==> src/rtl/fp8_stream_accumulator.sv <==
// FP8 (1/3/4, bias 3, exp 7 = Inf/NaN) stream accumulator: folds each packet of
// operands into one sum and presents it with a beat count and an overflow flag.

module adder_fp8 #(
    parameter int IMPL_TYPE = 0
) (
    input  logic [7:0] a,
    input  logic [7:0] b,
    output logic [7:0] sum
);
    // 0: round to nearest even; anything else: round toward zero.
    localparam bit ROUND_NEAREST = (IMPL_TYPE == 0);

    // Exact magnitude in units of 2^-6 (the smallest subnormal step).
    function automatic logic [9:0] magnitude(input logic [7:0] x);
        logic [4:0] sig;
        int         e_eff;
        sig   = {x[6:4] != 3'd0, x[3:0]};
        e_eff = (x[6:4] == 3'd0) ? 1 : int'(x[6:4]);
        return 10'(sig) << (e_eff - 1);
    endfunction

    logic        a_nan, b_nan, a_inf, b_inf;
    logic [10:0] mag_a, mag_b, mag;
    logic        sgn, guard, sticky;
    logic [5:0]  sig;
    int          lead, shift, exp_i;

    always_comb begin
        // NOTE: every variable gets a default first so no path leaves a latch.
        sum    = 8'h00;
        a_nan  = (a[6:4] == 3'd7) && (a[3:0] != 4'd0);
        b_nan  = (b[6:4] == 3'd7) && (b[3:0] != 4'd0);
        a_inf  = (a[6:4] == 3'd7) && (a[3:0] == 4'd0);
        b_inf  = (b[6:4] == 3'd7) && (b[3:0] == 4'd0);
        mag_a  = {1'b0, magnitude(a)};
        mag_b  = {1'b0, magnitude(b)};
        mag    = 11'd0;
        sgn    = 1'b0;
        guard  = 1'b0;
        sticky = 1'b0;
        sig    = 6'd0;
        lead   = 0;
        shift  = 0;
        exp_i  = 0;

        if (a_nan || b_nan || (a_inf && b_inf && (a[7] != b[7]))) begin
            sum = 8'h78;
        end else if (a_inf) begin
            sum = a;
        end else if (b_inf) begin
            sum = b;
        end else begin
            if (a[7] == b[7]) begin
                mag = mag_a + mag_b;
                sgn = a[7];
            end else if (mag_a >= mag_b) begin
                mag = mag_a - mag_b;
                sgn = (mag == 11'd0) ? 1'b0 : a[7];
            end else begin
                mag = mag_b - mag_a;
                sgn = b[7];
            end

            for (int i = 0; i < 11; i++) begin
                if (mag[i]) lead = i;
            end

            // Below 32 units the value is subnormal or exp=1 and encodes exactly.
            if (lead < 5) begin
                sum = {sgn, mag[6:0]};
            end else begin
                shift  = lead - 4;
                exp_i  = lead - 3;
                sig    = 6'(mag >> shift);
                guard  = mag[shift-1];
                sticky = (mag & ((11'd1 << (shift - 1)) - 11'd1)) != 11'd0;
                if (ROUND_NEAREST && guard && (sticky || sig[0])) sig = sig + 6'd1;
                if (sig[5]) begin
                    sig   = sig >> 1;
                    exp_i = exp_i + 1;
                end
                if (exp_i >= 7) sum = {sgn, 7'h70};
                else            sum = {sgn, 3'(exp_i), 4'(sig)};
            end
        end
    end
endmodule

module fp8_stream_accumulator #(
    parameter int IMPL_TYPE   = 0,
    parameter int COUNT_WIDTH = 8
) (
    input  logic                   clk,
    input  logic                   rst,
    input  logic                   in_valid,
    output logic                   in_ready,
    input  logic [7:0]             in_data,
    input  logic                   in_last,
    output logic                   out_valid,
    input  logic                   out_ready,
    output logic [7:0]             out_data,
    output logic [COUNT_WIDTH-1:0] out_count,
    output logic                   out_ovf
);
    typedef enum logic [1:0] {IDLE, ACCUM, HOLD} state_e;

    state_e                 state_q, state_d;
    logic [7:0]             acc_q, acc_d;
    logic [COUNT_WIDTH-1:0] count_q, count_d;
    logic                   ovf_q, ovf_d;
    logic [7:0]             sum_w;
    logic                   in_accept, out_accept, add_ovf;

    adder_fp8 #(.IMPL_TYPE(IMPL_TYPE)) u_adder (
        .a   (acc_q),
        .b   (in_data),
        .sum (sum_w)
    );

    assign in_accept  = in_valid & in_ready;
    assign out_accept = out_valid & out_ready;
    // Only a finite+finite add that lands on Inf counts as overflow.
    assign add_ovf = (sum_w[6:4] == 3'd7) && (sum_w[3:0] == 4'd0)
                   && (acc_q[6:4] != 3'd7) && (in_data[6:4] != 3'd7);

    always_ff @(posedge clk) begin
        // NOTE: state flops use non-blocking assignment so all update together.
        if (rst) begin
            state_q <= IDLE;
            acc_q   <= 8'h00;
            count_q <= '0;
            ovf_q   <= 1'b0;
        end else begin
            state_q <= state_d;
            acc_q   <= acc_d;
            count_q <= count_d;
            ovf_q   <= ovf_d;
        end
    end

    always_comb begin
        state_d = state_q;
        acc_d   = acc_q;
        count_d = count_q;
        ovf_d   = ovf_q;
        case (state_q)
            IDLE: if (in_accept) begin
                acc_d   = in_data;
                count_d = COUNT_WIDTH'(1);
                state_d = in_last ? HOLD : ACCUM;
            end
            ACCUM: if (in_accept) begin
                acc_d   = sum_w;
                count_d = (count_q == '1) ? count_q : count_q + COUNT_WIDTH'(1);
                ovf_d   = ovf_q | add_ovf;
                state_d = in_last ? HOLD : ACCUM;
            end
            HOLD: if (out_accept) begin
                acc_d   = 8'h00;
                count_d = '0;
                ovf_d   = 1'b0;
                state_d = IDLE;
            end
            default: state_d = IDLE;
        endcase
    end

    always_comb begin
        in_ready  = (state_q != HOLD);
        out_valid = (state_q == HOLD);
        out_data  = acc_q;
        out_count = count_q;
        out_ovf   = ovf_q;
    end
endmodule

==> config.mk <==
export PLATFORM = sky130hd
export DESIGN_NAME = fp8_stream_accumulator
export DESIGN_NICKNAME = d
export VERILOG_FILES = /design/src/rtl/fp8_stream_accumulator.sv
export SDC_FILE = /design/constraint.sdc
export NUM_CORES = 1
export LEC_CHECK = 0
export BUFFER_PORTS_ARGS = -buffer_cell sky130_fd_sc_hd__buf_2
export CORE_MARGIN = 8
export CORE_UTILIZATION = 53
export CTS_BUF_LIST = sky130_fd_sc_hd__clkbuf_4 sky130_fd_sc_hd__clkbuf_8
export CTS_CLUSTER_DIAMETER = 100
export DETAILED_ROUTE_END_ITERATION = 6
export PLACE_DENSITY = 0.71
export SETUP_SLACK_MARGIN = 0.1
export SLEW_MARGIN = 20
export SYNTH_ARGS = -nofsm -noshare
export SYNTH_HDL_FRONTEND = slang
export SYNTH_SLANG_ARGS = --single-unit
==> constraint.sdc <==
create_clock -name clk -period 18.8 [get_ports clk]
set_clock_uncertainty 0.15 [all_clocks]
set_input_delay 1.88 -clock clk [delete_from_list [all_inputs] [get_ports clk]]
set_output_delay 1.88 -clock clk [all_outputs]
set_load 0.1 [all_outputs]
== Word level (Yosys, flattened, before mapping) ==
Index checks and enable logic that the tools add are counted.
Storage, ports and cells
  output and inout port bits: 19
  register bits: 19
  bits in writable memories: 0
  latch bits: 0
  ROM bits: 0
  memories: 0
Operators by class
  div/mod/pow operators: 0
  reduce and logical (&&, ||, !) cells: 33
  multiplexer cells: 57
  multiply operators: 0
  bitwise logic cells: 4
  order comparisons: 4
  equal/unequal tests: 17
  add/sub/neg operators: 12
  shift operators: 4
Operators by type and width (count)
  two-way mux 32 bit: 8
  subtractor 32 x 2 -> 32 bit (second input constant): 3
  two-way mux 8 bit: 9
  left shift 5 x 32 -> 10 bit: 2
  two-way mux 11 bit: 5
  one-hot mux 8 bit (3 select lines): 2
  adder 32 x 2 -> 32 bit (second input constant): 1
  >= comparator 32 x 4 -> 1 bit (second input constant): 1
  less-than comparator 32 x 4 -> 1 bit (second input constant): 1
  less-than comparator 32 x 6 -> 1 bit (second input constant): 1
  left shift 1 x 32 -> 11 bit (first input constant): 1
  >> shifter 11 x 32 -> 6 bit: 1
  subtractor 32 x 3 -> 32 bit (second input constant): 1
  subtractor 32 x 4 -> 32 bit (second input constant): 1
  two-way mux 6 bit: 5
  subtractor 10 x 10 -> 11 bit: 2
  two-way mux 3 bit: 6
  two-way mux 4 bit: 4
  two-way mux 7 bit: 2
  zero test 4 bit: 3
  adder 10 x 10 -> 11 bit: 1
  bitwise AND 11 bit: 1
  zero test 11 bit: 1
  nonzero test 11 bit: 1
  32 further kinds: 68

== Logic depth before layout (Yosys ltp) ==
Gate-level depths: netlist of run 1.
  depth after elaboration: 54
  gate-level depth with buffers: 44
  depth with buffers taken out: 41

== Modules after synthesis ==
Synthesis of run 1 repeated with hierarchy kept, for this count alone.
Unflattened totals
  cell total of the unflattened synthesis: 781
  area total of the unflattened synthesis: 5616.6 um^2
By module, submodules not included
  adder_fp8: seq. area each 0.0 um^2, cells each 649, times used 1, area an instance 4494.3 um^2
  fp8_stream_accumulator: seq. area each 380.4 um^2, cells each 132, times used 1, area an instance 1122.3 um^2

== Worst setup path after synthesis of run 1 ==
OpenSTA, ideal clock, no wires.
  path kind: input-to-reg
  start: input in_data[6]
  end: register ovf_q (netlist: out_ovf)
  library setup time: 0.116 ns
  data required time: 18.534 ns
  path slack: 7.943 ns
  cell stages on the path: 43
  arrival: 10.590 ns
  cell sequence: clkbuf_1 o21bai_2 inv_1 ha_1 or2_2 o21ai_0 nor2_1 a311oi_1 a21o_1 inv_1 ha_1 clkbuf_1 clkinv_1 o21a_1 a21oi_1 a211oi_1 o21ai_0 a31oi_4 [... 7 more ...] or2_2 ha_1 nor4b_1 and4_1 nand2_1 nor3_1 nand3_1 ha_1 clkbuf_1 nand2_1 a221oi_1 a311o_1 nor4_1 a31oi_1 mux2i_1 or2_2 a41o_1 a41o_1
On the way
  longest elaborated chain between the ends: 54
RTL lines
  start: declaration: RTL line 98  | input logic [7:0] in_data,
  zero test 3 bit: RTL line 19  | e_eff = (x[6:4] == 3'd0) ? 1 : int'(x[6:4]);
  two-way mux 3 bit: RTL line 19
  subtractor 32 x 2 -> 32 bit: RTL line 20  | return 10'(sig) << (e_eff - 1);
  left shift 5 x 32 -> 10 bit: RTL line 20
  subtractor 10 x 10 -> 11 bit, or another cell as far along: RTL line 61  | mag = mag_b - mag_a;
  two-way mux 11 bit: RTL line 57  | end else if (mag_a >= mag_b) begin
  two-way mux 11 bit: RTL line 54  | if (a[7] == b[7]) begin
  two-way mux 11 bit: RTL line 51  | end else if (b_inf) begin
  [... 38 more ...]
  two-way mux 8 bit: RTL line 47  | if (a_nan || b_nan || (a_inf && b_inf && (a[7] != b[7]))) begin
  equality test 3 bit / zero test 4 bit (equally long branches): RTL line 124  | assign add_ovf = (sum_w[6:4] == 3'd7) && (sum_w[3:0] == 4'd0)
  logical AND 1 bit: RTL line 124
  logical AND 1 bit: RTL line 125  | && (acc_q[6:4] != 3'd7) && (in_data[6:4] != 3'd7);
  logical AND 1 bit (*): RTL line 125
  OR 1 bit (*): RTL line 156  | ovf_d = ovf_q | add_ovf;
  two-way mux 1 bit (*): RTL line 153  | ACCUM: if (in_accept) begin
  one-hot mux 1 bit (2 select lines) (*): RTL line 147  | case (state_q)
  end signal: assignment: RTL line 138  | ovf_q <= ovf_d;
  end: declaration: RTL line 111  | logic ovf_q, ovf_d;
Every way passes the cells marked *; elsewhere a longest branch is shown, timed or not. The select of a mux whose other input is x is not followed.
A chain may end at the register's enable or synchronous reset.

== Worst setup path in the final report of run 1 ==
  start: input in_data[6]
  end: register acc_q[2] (netlist: out_data[2])
On the way
  longest elaborated chain between the ends: 49
RTL lines
  zero test 3 bit: RTL line 19
  two-way mux 3 bit: RTL line 19
  subtractor 32 x 2 -> 32 bit: RTL line 20
  left shift 5 x 32 -> 10 bit: RTL line 20
  subtractor 10 x 10 -> 11 bit, or another cell as far along: RTL line 61
  two-way mux 11 bit: RTL line 57
  two-way mux 11 bit: RTL line 54
  two-way mux 11 bit: RTL line 51
  [... 33 more ...]
  >= comparator 32 x 4 -> 1 bit: RTL line 83  | if (exp_i >= 7) sum = {sgn, 7'h70};
  two-way mux 7 bit: RTL line 83
  two-way mux 7 bit: RTL line 70  | if (lead < 5) begin
  two-way mux 8 bit: RTL line 51
  two-way mux 8 bit: RTL line 49  | end else if (a_inf) begin
  two-way mux 8 bit (*): RTL line 47
  two-way mux 8 bit (*): RTL line 153
  one-hot mux 8 bit (3 select lines) (*): RTL line 147
  end signal: assignment: RTL line 131  | acc_q <= 8'h00;
  end signal: assignment: RTL line 136  | acc_q <= acc_d;
  end: declaration: RTL line 109  | logic [7:0] acc_q, acc_d;
Marked as above.

==> results of run 1 <==
## per-stage QoR
step	hold WS [ns]	cell area, um2
after floorplan	0.3670	5396
after global placement	0.3212	5592
after detailed placement	0.3468	5592
after CTS	0.3563	5640
after global routing	0.3830	5640
final	0.3561	5640
## layout make-up
type / count / area share (%)
clock buffers: 4 / 0.8651
inverters: 55 / 3.682
multi-input cells: 676 / 82.54
flip-flops and latches: 19 / 6.744
well taps: 136 / 3.017
repair buffers: 34 / 3.150
## cells in the mapped netlist (5+ instances only)
master and instances:
dfxtp_1 19, o21ai_2 5, a21o_1 11, nor2b_1 11, a21oi_1 56, and2_1 12
nor2_1 71, o32ai_1 5, nor3_1 27, o21a_1 9, o21bai_1 5, nand2_1 63
buf_2 5, o2111ai_1 10, and3_1 12, nand3_1 30, nand4_1 11, nand2b_1 11
a22oi_1 7, o22ai_1 5, inv_1 48, and4_1 5, o21ba_2 5, a31oi_1 11
o21ai_0 57, xnor2_1 14, or3_1 9, mux2i_1 9, or2_2 10, o211ai_1 12
a211oi_1 13, nor4_1 10, clkbuf_1 27, ha_1 49
## worst paths after layout
check | startpoint | end
setup / recovery | in_data[6] | out_data[2]
hold / removal | out_count[1] | out_count[1]
setup reg to reg | out_data[6] | out_data[2]
hold reg to reg | out_count[1] | out_count[1]
## kinds of logic after synthesis
family	count (synthesis)	synth area share, %
simple gates	304	28.80
compound gates	289	39.42
buf+inv	90	6.677
fa+ha+maj	53	12.84
flops	19	7.048
xor+xnor	18	2.921
mux	12	2.295
## worst register-to-register path, delay by kind of cell (launching register included)
kind,cells,cell delay [ns]
fa+ha+maj,5,1.75
mux,1,0.17
compound gates,11,2.73
buf+inv,1,0.10
flops,1,0.60
simple gates,20,5.59
## routing by layer
layer	vias to the layer above	share of wire, %	routed length [um]
li1	2964	-	-
met1	2979	43	8088
met2	331	46	8792
met3	56	6.7	1274
met4	0	4.2	796
met5	-	0	0
## registers in the layout (all words and copies together) (netlist names)
name / flops
out_count: 8
state_q: 2
out_data: 8
out_ovf: 1
==> flow_summary.yaml, run 1 <==
global_route:
  grt-ovfl-total: 0
  grtUsageMet2_pct: 45.19
  grtUsageMet3_pct: 2.925
  grt_pass1_wl_um: 30100
  busiest_layer: "met2"
  grt_pass1_vias: 5770
  antenna_found_initial: 0
  grtUsageMet1_pct: 35.03
  grt_usage_pct: 27.22
  grt_max_degree: 21
clock_network:
  max-clock-path-buffers: 2
  ctsHoldBuffers: 0
  postCtsResizedCells: 0
  clkLatencyLatePin_ns: 0.26
  ctsHtreeMaxLevel: 1
  cts_setup_buffers: 0
  cts_sinks: 19
  clkTransAtPathRegs_ns: 0.07
  cts_buffers: 3
  cts_tree: "done"
  clock-root-buffer: "clkbuf_8"
worst_setup_path:
  arrival_ns: 12.27
  cpPeakStageDelay_ns: 0.57
  end_kind: "register"
  critical_path_peak_fanout: 16
  cp_slowest_cell: "ha_1"
  critPathBufInv: 3
  r2r_setup_slack_ns: 7.62
  cp_top_family: "simple AND/OR/NAND/NOR gates"
  critPathMostFrequentCell: "ha_1"
  worst-setup-path-type: "primary input to register"
  reg2reg_depth: 38
  start_kind: "primary input"
  required_ns: 18.83
  crit_cells: 38
synthesis:
  synth-main-ff-cell: "dfxtp_1"
  netlist.area_leader.share_pct: 11.36
  ys_seq_area_share_pct: 7.048
  ys_types: 96
  netlist.top_cell.by_area: "ha_1"
  synth.cell_area_um2: 5396
  synth-edff-count: 0
  syn_area_per_cell_um2: 6.874
  ys_async_sr_fraction_pct: 0
  synth-seq-cells: 19
  syn-num-nets: 851
  yosysWarnings: 0
  netlist_instances: 785
  ys_top_cells_by_area: "ha_1, dfxtp_1, o21ai_0"
die:
  initial_core_util_pct: 53.47
  die_width_um: 116.9
  dieHeight_um: 116.9
  std_cell_rows: 37
  core_area_um2: 10090
  ios: 32
  die_area_um2: 13670
detailed_routing:
  drt-initial-drc-count: 748
  vias: 6330
  via_per_inst: 6.851
  wire_per_inst_um: 20.51
  drc: 0
  dr.pass1.iters: 5
  ant_nets: 0
  routed_wirelength_um: 18950
layout:
  num_antenna_cells: 0
  seq_area_um2: 380.4
  fin_cells: 924
  fill_cells: 1029
  layout_commonest_cell: "nor2_1"
  multi_input_area_um2: 4656
  layout.nets: 855
  area_growth_pct: 4.521
  fin_util_pct: 55.89
  drive_gt1_share_pct: 11.80
  layout_common_cells: "nor2_1, nand2_1, o21ai_0"
sta:
  setup_tns_ns: 0
  worst_slack_ns: 6.555
  finalHoldViolCount: 0
  tightest_slew_ns: 0.8589
  setup_viol: 0
  max_freq_mhz: 81.67
  rsz0062_at_grt: "false"
  post-route-min-period_ns: 12.24
  min_period_over_period_pct: 65.13
  final-max-slew-violation-count: 0
  maxSlewHeadroom_pct: 42.74
min_path:
  hold_path_class: "register to register"
  hold_path_depth: 2
place:
  dp.cells: 920
  portBuffers: 31
  post-place-ws_ns: 6.543
  gp_congestion: 1.004
  dp.final_hpwl_um: 14960
status:
  status: "completed"
flow_run:
  max_cap_violations: 0
Power of run 1 is left out: the tool's default activity adds up to more than one toggle a clock period on the data nets, which glitch-free logic cannot reach.
==> run 2: changes to the inputs <==
Settings changed: ABC_AREA from default to 1, PLACE_DENSITY 0.71 to 0.74.
Clock period 18.8 ns to 10.24 ns, I/O delays scaled along.
==> run 2 against run 1 <==
Clock-buffer cell count did not move. Worst setup slack lost 5.5 ns. Synthesized cell count rose by 11%. Flip-flop and latch count unchanged. Global-route usage fell by 5.6 points. Critical path depth up 19.
==> flow_summary.yaml, run 2 <==
sta:
  rsz0062_at_grt: "false"
  setup_viol: 0
  finalHoldViolCount: 0
  final-max-slew-violation-count: 0
  post-route-min-period_ns: 9.190
  min_period_over_period_pct: 89.75
  maxSlewHeadroom_pct: 51.28
  tightest_slew_ns: 0.7256
  worst_slack_ns: 1.050
  setup_tns_ns: 0
  max_freq_mhz: 108.8
synthesis:
  yosys-top-cells-count: "nand2_1, inv_1, nand3_1, nor2_1, a21oi_1"
  yosysWarnings: 0
  ys_seq_area_share_pct: 7.694
  synth-main-ff-cell: "dfxtp_1"
  netlist_instances: 869
  syn_area_per_cell_um2: 5.689
  netlist.top_cell.by_area: "nand2_1"
  ys_types: 51
  yosysMostFrequentCell: "nand2_1"
  synth.cell_area_um2: 4943
  ys_async_sr_fraction_pct: 0
  ys_top_cells_by_area: "nand2_1, ha_1, nand3_1"
  syn-num-nets: 935
  netlist.area_leader.share_pct: 17.24
  synth-seq-cells: 19
  synth-edff-count: 0
detailed_routing:
  vias: 5678
  drt-initial-drc-count: 376
  wire_per_inst_um: 14.12
  ant_nets: 0
  routed_wirelength_um: 14110
  via_per_inst: 5.684
  drc: 0
  dr.pass1.iters: 5
worst_setup_path:
  critPathMostFrequentCell: "nand2_1"
  cpPeakStageDelay_ns: 0.54
  r2r_setup_slack_ns: 1.49
  end_kind: "register"
  start_kind: "primary input"
  critPathCapture: "out_ovf"
  reg2reg_from: "out_data[6]"
  required_ns: 10.25
  critPathLaunch: "in_data[5]"
  critical_path_peak_fanout: 15
  arrival_ns: 9.20
  worst-setup-path-type: "primary input to register"
  reg2reg_depth: 52
  cp_slowest_cell: "ha_1"
  r2r-end: "out_ovf"
layout:
  fin_cells: 999
  layout_commonest_cell: "nand2_1"
  layout_common_cells: "nand2_1, inv_1, nand3_1"
  layout.nets: 955
  multi_input_area_um2: 3950
  fill_cells: 947
  num_antenna_cells: 0
  drive_gt1_share_pct: 12.16
  area_growth_pct: 5.391
  seq_area_um2: 380.4
status:
  status: "completed"
global_route:
  grt_pass1_wl_um: 23420
  grt-ovfl-total: 0
  antenna_found_initial: 0
  grt_usage_pct: 21.65
  grt_pass1_vias: 5186
  grt_max_degree: 23
place:
  dp.final_hpwl_um: 11690
  portBuffers: 31
  post-place-ws_ns: 0.7121
  gp_congestion: 0.9822
  dp.cells: 995
clock_network:
  max-clock-path-buffers: 2
  clock-root-buffer: "clkbuf_8"
  cts_sinks: 19
  cts_buffers: 3
  ctsHtreeMaxLevel: 1
  ctsHoldBuffers: 0
  clkLatencyLatePin_ns: 0.26
  cts_tree: "done"
  clkTransAtPathRegs_ns: 0.07
min_path:
  hold_path_class: "register to register"
die:
  die_area_um2: 12670
  initial_core_util_pct: 54.01
  std_cell_rows: 35
  core_area_um2: 9153
  die_width_um: 112.6
  dieHeight_um: 112.6
  ios: 32
flow_run:
  max_cap_violations: 0
-- run 2: worst min path at each step --
stage,end,depth (start not counted),startpoint
after floorplan,state_q[0],2,state_q[0]
after global routing,out_ovf,2,out_ovf
after CTS,out_ovf,2,out_ovf
after detailed placement,out_ovf,2,out_ovf
final,out_ovf,2,out_ovf
after global placement,out_ovf,2,out_ovf
-- run 2: cell families (layout without fill, tap and decap cells) --
group / Yosys count / count (layout) / share of synthesized area [%]
buffers and inverters: 153 / 172 / 12.45
AND/OR/NAND/NOR: 488 / 488 / 45.96
AO/OA/AOI/OAI: 135 / 135 / 16.15
flip-flops: 19 / 19 / 7.694
adder cells (fa/ha/maj): 53 / 53 / 14.02
XOR/XNOR: 21 / 21 / 3.721
-- run 2: per-layer routing --
metal	global-route usage, %	up-vias	wire, um
li1	-	2900	-
met1	28.66	2516	6507
met2	35.95	232	6333
met3	2.362	30	976
met4	6.385	0	289
met5	0	-	0
-- run 2: through the flow --
stage / area [um2] / hold WS [ns] / util [%]
after floorplan: 4943 / 0.3230 / -
after global placement: 5155 / 0.3157 / 56.32
after detailed placement: 5155 / 0.3029 / 56.32
after CTS: 5204 / 0.3116 / 56.86
after global routing: 5210 / 0.3257 / 56.92
final: 5210 / 0.3132 / 56.92
-- run 2: area by class of cell --
type                            count  area share, %
Multi-Input combinational cell    697          75.82
Inverter                          132          9.582
Sequential cell                    19          7.301
Timing Repair Buffer               36          3.698
Tap cell                          111          2.666
Clock buffer                        4         0.9366
-- run 2: timing repair --
action / in CTS / in global routing
resized for setup: 0 / 2
setup endpoints to repair: 0 / 8
buffers inserted: 0 / 0
-- run 2: critical path: cells and delay by family --
kind                       cells  cell delay [ns]
AOI/OAI and AO/OA              6             1.02
adders and majority gates      5             1.64
buffers and inverters          8             1.04
and+or+nand+nor               38             4.43
Power of run 2 is left out for the same reason.
